<file path="src/rtl/hack_mul_seq.sv">
// Shift-and-add 16x16 multiplier that sequences an external Hack ALU.
// Optional MUL_EARLY_EXIT_EN: finish as soon as the shifted multiplicand reaches zero.
module hack_mul_seq #(
    parameter int WIDTH = 16
) (
    input  logic             clk,
    input  logic             reset,
    input  logic             start,
    input  logic [WIDTH-1:0] a,
    input  logic [WIDTH-1:0] b,
    output logic             busy,
    output logic             done,
    output logic [WIDTH-1:0] product,
    output logic [WIDTH-1:0] alu_x,
    output logic [WIDTH-1:0] alu_y,
    output logic             alu_zx,
    output logic             alu_nx,
    output logic             alu_zy,
    output logic             alu_ny,
    output logic             alu_f,
    output logic             alu_no,
    input  logic [WIDTH-1:0] alu_out,
    input  logic             alu_zr
);

    // state  | meaning
    // IDLE   | waiting for start, ALU parked at zero
    // TEST   | mplier & mask, zr tells whether this bit is set
    // ADD    | acc + mcand
    // SHL_A  | mcand + mcand (shift multiplicand left)
    // SHL_M  | mask + mask (advance to next bit), cnt increments
    // DONE   | one-cycle done, product valid, start accepted again
    typedef enum logic [2:0] {
        IDLE  = 3'd0,
        TEST  = 3'd1,
        ADD   = 3'd2,
        SHL_A = 3'd3,
        SHL_M = 3'd4,
        DONE  = 3'd5
    } state_t;

    localparam int CW = $clog2(WIDTH);
    localparam logic [CW-1:0] LAST_BIT = CW'(WIDTH - 1);

    state_t           state, state_nxt;
    logic [WIDTH-1:0] acc, mcand, mask, mplier;
    logic [WIDTH-1:0] acc_nxt;
    logic [CW-1:0]    cnt;
    logic             accept;

    always_ff @(posedge clk or posedge reset) begin
        if (reset) state <= IDLE;
        else       state <= state_nxt;
    end

    assign accept = start && (state == IDLE || state == DONE);

    always_comb begin
        state_nxt = state;
        alu_x     = '0;
        alu_y     = '0;
        alu_zx    = 1'b0;
        alu_nx    = 1'b0;
        alu_zy    = 1'b0;
        alu_ny    = 1'b0;
        alu_f     = 1'b0;
        alu_no    = 1'b0;
        busy      = (state != IDLE) && (state != DONE);
        done      = (state == DONE);
        case (state)
            IDLE: begin
                if (accept) state_nxt = TEST;
            end
            TEST: begin
                alu_x = mplier;
                alu_y = mask;
                if (!alu_zr)              state_nxt = ADD;
                else if (cnt == LAST_BIT) state_nxt = DONE;
                else                      state_nxt = SHL_A;
            end
            ADD: begin
                alu_x = acc;
                alu_y = mcand;
                alu_f = 1'b1;
                state_nxt = (cnt == LAST_BIT) ? DONE : SHL_A;
            end
            SHL_A: begin
                alu_x = mcand;
                alu_y = mcand;
                alu_f = 1'b1;
`ifdef MUL_EARLY_EXIT_EN
                state_nxt = alu_zr ? DONE : SHL_M;
`else
                state_nxt = SHL_M;
`endif
            end
            SHL_M: begin
                alu_x = mask;
                alu_y = mask;
                alu_f = 1'b1;
                state_nxt = TEST;
            end
            DONE: begin
                state_nxt = accept ? TEST : IDLE;
            end
            default: state_nxt = IDLE;
        endcase
    end

    // ADD may be the last step, so the product captures the post-add value
    assign acc_nxt = (state == ADD) ? alu_out : acc;

    always_ff @(posedge clk or posedge reset) begin
        if (reset) begin
            acc     <= '0;
            mcand   <= '0;
            mask    <= '0;
            mplier  <= '0;
            cnt     <= '0;
            product <= '0;
        end else begin
            acc <= acc_nxt;
            case (state)
                IDLE, DONE: begin
                    if (accept) begin
                        mcand  <= a;
                        mplier <= b;
                        mask   <= WIDTH'(1);
                        acc    <= '0;
                        cnt    <= '0;
                    end
                end
                SHL_A: mcand <= alu_out;
                SHL_M: begin
                    mask <= alu_out;
                    cnt  <= cnt + 1'b1;
                end
                default: ;
            endcase
            if (state_nxt == DONE && state != DONE) product <= acc_nxt;
        end
    end

endmodule

</file>
<file path="config.mk">
export PLATFORM = sky130hd
export DESIGN_NAME = hack_mul_seq
export DESIGN_NICKNAME = d
export VERILOG_FILES = /design/src/rtl/hack_mul_seq.sv
export SDC_FILE = /design/constraint.sdc
export NUM_CORES = 1
export LEC_CHECK = 0
export BUFFER_PORTS_ARGS = -buffer_cell sky130_fd_sc_hd__buf_2
export CORE_AREA = 10 10 117 119
export CTS_BUF_LIST = sky130_fd_sc_hd__clkbuf_16
export DETAILED_ROUTE_END_ITERATION = 10
export DIE_AREA = 0 0 127 129
export PLACE_DENSITY_LB_ADDON = 0.2
export SYNTH_ARGS = -nofsm -noshare
export SYNTH_HDL_FRONTEND = slang
export SYNTH_SLANG_ARGS = --single-unit
</file>
<file path="constraint.sdc">
create_clock -name clk -period 6.35 [get_ports clk]
set_input_delay 0.3175 -clock clk [delete_from_list [all_inputs] [get_ports clk]]
set_output_delay 0.3175 -clock clk [all_outputs]
set_load 0.03 [all_outputs]
</file>
After elaboration in Yosys (flattened, before gate mapping)
Cells that the tools add are included.

storage, ports and cells
  output and inout port bits = 56
  logic and storage cells = 49
  input bits = 52
  register bits = 87

cells by class
  equal/unequal tests = 9
  reductions and logical operators = 15
  mux-type cells = 17
  $add $sub $neg = 1

operator list
  kind                                                                   number
  16-bit one-hot mux with 2 select lines                                 3
  16-bit two-way mux                                                     5
  16-bit one-hot mux with 4 select lines                                 1
  3-bit one-hot mux with 6 select lines                                  1
  3-bit equality test, second input constant                             3
  3-bit two-way mux                                                      3
  4-bit one-hot mux with 2 select lines                                  1
  3-bit by 2-bit equality test with 1-bit output, second input constant  2
  2-bit AND reduction                                                    3
  2-bit OR reduction                                                     3
  4-bit by 1-bit adder with 4-bit output, second input constant          1
  4-bit equality test, second input constant                             1
  4-bit two-way mux                                                      1
  2-bit nonzero test                                                     2
  3-bit by 1-bit equality test with 1-bit output, second input constant  1
  1-bit logical AND                                                      3
  3-bit logical NOT                                                      1
  3-bit inequality test, second input constant                           1
  3-bit nonzero test                                                     1
  3-bit OR reduction                                                     1
  1-bit two-way mux                                                      2
  2-bit inequality test, second input constant                           1
  1-bit logical OR                                                       1

Logic depth before layout (Yosys ltp)
  depth after elaboration = 7
  gate-level depth with buffers = 7

Worst setup path after synthesis
Ideal clock, no wire load.

  path kind = register to output
  start = register state[0]
  end = output alu_x[1]
  data required time = 6,032 ps
  stages on the path, launching flop included = 7
  slack = 4,201 ps
  path buffers = 3
  arrival = 1,831 ps
  cells stage by stage = dfrtp_1 > buf_4 > nor2b_1 > buf_2 > buf_2 > a22oi_1 > o21ai_0

between the ends
  cells in the longest elaborated chain, start to end = 2
  elaborated cells on any way between the ends = 5

RTL lines
  item                                         line  source
  from (decl)                                  45    state_t state, state_nxt;
  from (signal assigned)                       53    else state <= state_nxt;
  3-bit equality test (tied with other cells)  70    case (state)
  16-bit one-hot mux with 4 select lines (*)   70
  to (decl)                                    14    output logic [WIDTH-1:0] alu_x,

Every way passes the cells marked *; elsewhere a longest branch is shown, timed or not.

Worst setup path in the final report
  start = register state[0]
  end = output alu_x[8]

Same word-level chain as after synthesis.

==> results.py <==
metrics = {
    "floorplanning": {
        "pin_count": 108,
        "die_h_um": 129,
        "rows": 39,
        "initial_utilization": 0.394,
        "core-area_um2": 11300,
        "die_w_um": 127,
        "fp.dieArea_um2": 16400,
    },
    "sta": {
        "skew_ns": 0.00574,
        "hold_violations": 0,
        "rsz0062_at_grt": "no",
        "tns_ns": 0,
        "worst_slew_pin_slew_ns": 0.913,
        "fmax_mhz": 320,
        "max_slew_margin": 0.391,
        "period_share": 0.492,
        "finalMaxSlewViolations": 0,
        "min_period_ns": 3.12,
        "setup_viol": 0,
    },
    "synth": {
        "ys.warnings.count": 0,
        "synth-seq-cells": 87,
        "synth_simple_gate_area_frac": 0.137,
        "synthAdderAreaFrac": 0.00281,
        "synth_compound_area_frac": 0.145,
        "netlist_instances": 448,
        "synth.area.mux_share": 0.155,
        "synth_top_family_by_area": "multiplexers",
        "synth.distinct_cells": 38,
        "synth_area_per_cell_um2": 9.95,
        "synthFlopType": "dfrtp_1",
        "synthXorXnorAreaFrac": 0.00196,
        "syn_area_um2": 4460,
        "synth_seq_area_share": 0.488,
        "async_flop_share": 1.00,
        "synth_edf_count": 0,
    },
    "layout": {
        "layout-area-overhead-vs-synth_pct": 19.5,
        "final_util": 0.471,
        "diodes": 0,
        "final_nets": 590,
        "drive_above_1_share": 0.304,
        "fillCellCount": 1108,
    },
    "detailed_routing": {
        "postRouteAntennaNets": 0,
        "dr.pass1.iters": 5,
        "drt_wl_total_um": 13300,
        "drtIter0Drc": 301,
        "wire_per_inst_um": 19.4,
        "drc": 0,
        "dr_total_vias": 3647,
        "vias_per_cell": 5.32,
    },
    "placed_design": {
        "gp_congestion": 0.866,
        "port_buffers": 102,
        "hpwl_um": 9260,
    },
    "global_routing": {
        "antenna_found_initial": 0,
        "grt_overflow_total": 0,
        "track_usage": 0.161,
        "grt_max_degree": 66,
        "grt_pass1_wl_um": 21100,
        "grt_pass1_vias": 3844,
    },
    "flow_run": {
        "maxCapViolations": 0,
    },
    "setup_path": {
        "path_class": "flop to output port",
        "path_delay_family": "flip-flops",
        "path_buf_inv": 1,
        "crit_path_end_kind": "output port",
        "crit_path_end": "alu_x[8]",
        "setup.worst_path.start": "state[0]$_DFF_PP0_",
        "path_cells": "nor2b_2 -> a22oi_1 -> o21ai_0 -> buf_2",
        "rr_worst_depth": 5,
        "r2r_setup_slack_ns": 3.45,
        "slowest_delay_ns": 0.85,
        "r2r_start": "state[1]$_DFF_PP0_",
        "crit_cells": 4,
        "cp_max_fo": 18,
        "startpoint_type": "flop",
        "worstPathArrival_ns": 2.80,
        "critPathSlowestCell": "dfrtp_1",
        "cp_data_required_time_ns": 6.03,
        "r2r-end": "mplier[14]$_DFFE_PP0P_",
    },
    "outcome": {
        "status": "finished clean",
    },
    "power_and_ir_drop": {
        "vdd_drop_max_mv": 0.281,
        "powerDensity_nw_per_um2": 571,
        "power.leakage_uw": 0.00247,
    },
    "clocking": {
        "cts_buffer_depth": 2,
        "cts_tree": "done",
        "clock_latency_ns": 0.34,
        "path_clk_slew_ns": 0.06,
        "cts_buffers": 9,
        "ctsHtreeMaxLevel": 3,
        "cts_sinks": 87,
        "root_buffer": "clkbuf_16",
    },
    "hold_path": {
        "hp-class": "input pin to flop",
    },
}
## cells in the mapped netlist (all sizes together) (8+ instances only)
master  instances  area, um^2
nor2           20        75.1
a22oi          16         120
mux2           32         360
o211ai         16         120
buf            33         214
mux2i          33         330
clkbuf          8        30.0
o21ai          34         170
dfrtp          87        2180
nand3          18        90.1
nand2          83         312
a22o           16         140
inv            18        67.6
## per-layer routing
metal	share of wire	track usage	wire (um)
met1	0.46	0.209	6040
met2	0.46	0.252	6110
met3	0.068	0.0452	901
met4	0.017	0.0576	222
met5	0	0	0
## state kept, by name, indices dropped and copies added (netlist names)
name     flops
product     16
mcand       16
cnt          4
mask        16
acc         16
mplier      16
state        3
## power by group
group | internal, uW | switching (uW)
combinational | 574 | 1040
clock | 298 | 214
sequential | 761 | 161
total | 1630 | 1410
## timing repair
| action | CTS | global route |
|---|---|---|
| setup endpoints to repair | 0 | 0 |
| hold buffers | 1 | 0 |
| resized for setup | 0 | 0 |
| setup buffers | 0 | 0 |
| endpoints found under the hold margin | 22 | 0 |
## per-stage QoR
step	total power (uW)	area (um^2)	setup WS [ns]	hold slack, ns	cells
5_1_grt	3240	5330	3.13	0.203	685
3_5_place_dp	2550	5040	3.50	0.325	668
3_3_place_gp	2520	5040	3.55	0.319	668
2_1_floorplan	2090	4470	3.78	0.434	452
6_report	3040	5330	3.23	0.195	685
4_1_cts	3060	5330	3.23	0.190	685
## final cells by class
type                    instances  area (um^2)  share of cell area
flip-flops and latches         87         2180               0.409
multi-input cells             306         2010               0.377
repair buffers                115          611               0.115
clock buffers                   9          225              0.0423
well taps                     143          179              0.0336
inverters                      18         68.8              0.0129
clock inverters                 7         56.3              0.0106
## kinds of logic after synthesis
family,count (synthesis)
simple gates,140
compound gates,94
flops,87
mux,65
buf+inv,59
fa+ha+maj,1
other cells,1
xor+xnor,1
## layout by cell type (no fill, tap or decap), types with 9 or more instances in the layout
cell,n
a22o_1,16
mux2i_1,33
buf_4,12
o211ai_1,16
dfrtp_1,87
o21ai_0,34
nand3_1,18
clkbuf_16,9
inv_1,19
nand2_1,83
nor2_1,20
a22oi_1,16
buf_2,102
mux2_2,31
## worst min-delay path by stage
| stage | cells past startpoint | endpoint | from | slack [ns] |
|---|---|---|---|---|
| 6_report | 2 | mplier[0]$_DFFE_PP0P_ | b[0] | 0.19 |
| 4_1_cts | 2 | mplier[0]$_DFFE_PP0P_ | b[0] | 0.19 |
| 3_5_place_dp | 2 | product[13]$_DFFE_PP0P_ | reset | 0.33 |
| 2_1_floorplan | 2 | mask[10]$_DFFE_PP0P_ | alu_out[10] | 0.43 |
| 3_3_place_gp | 2 | product[13]$_DFFE_PP0P_ | reset | 0.32 |
| 5_1_grt | 2 | mplier[2]$_DFFE_PP0P_ | b[2] | 0.20 |
(Power assumes the default switching activity.)
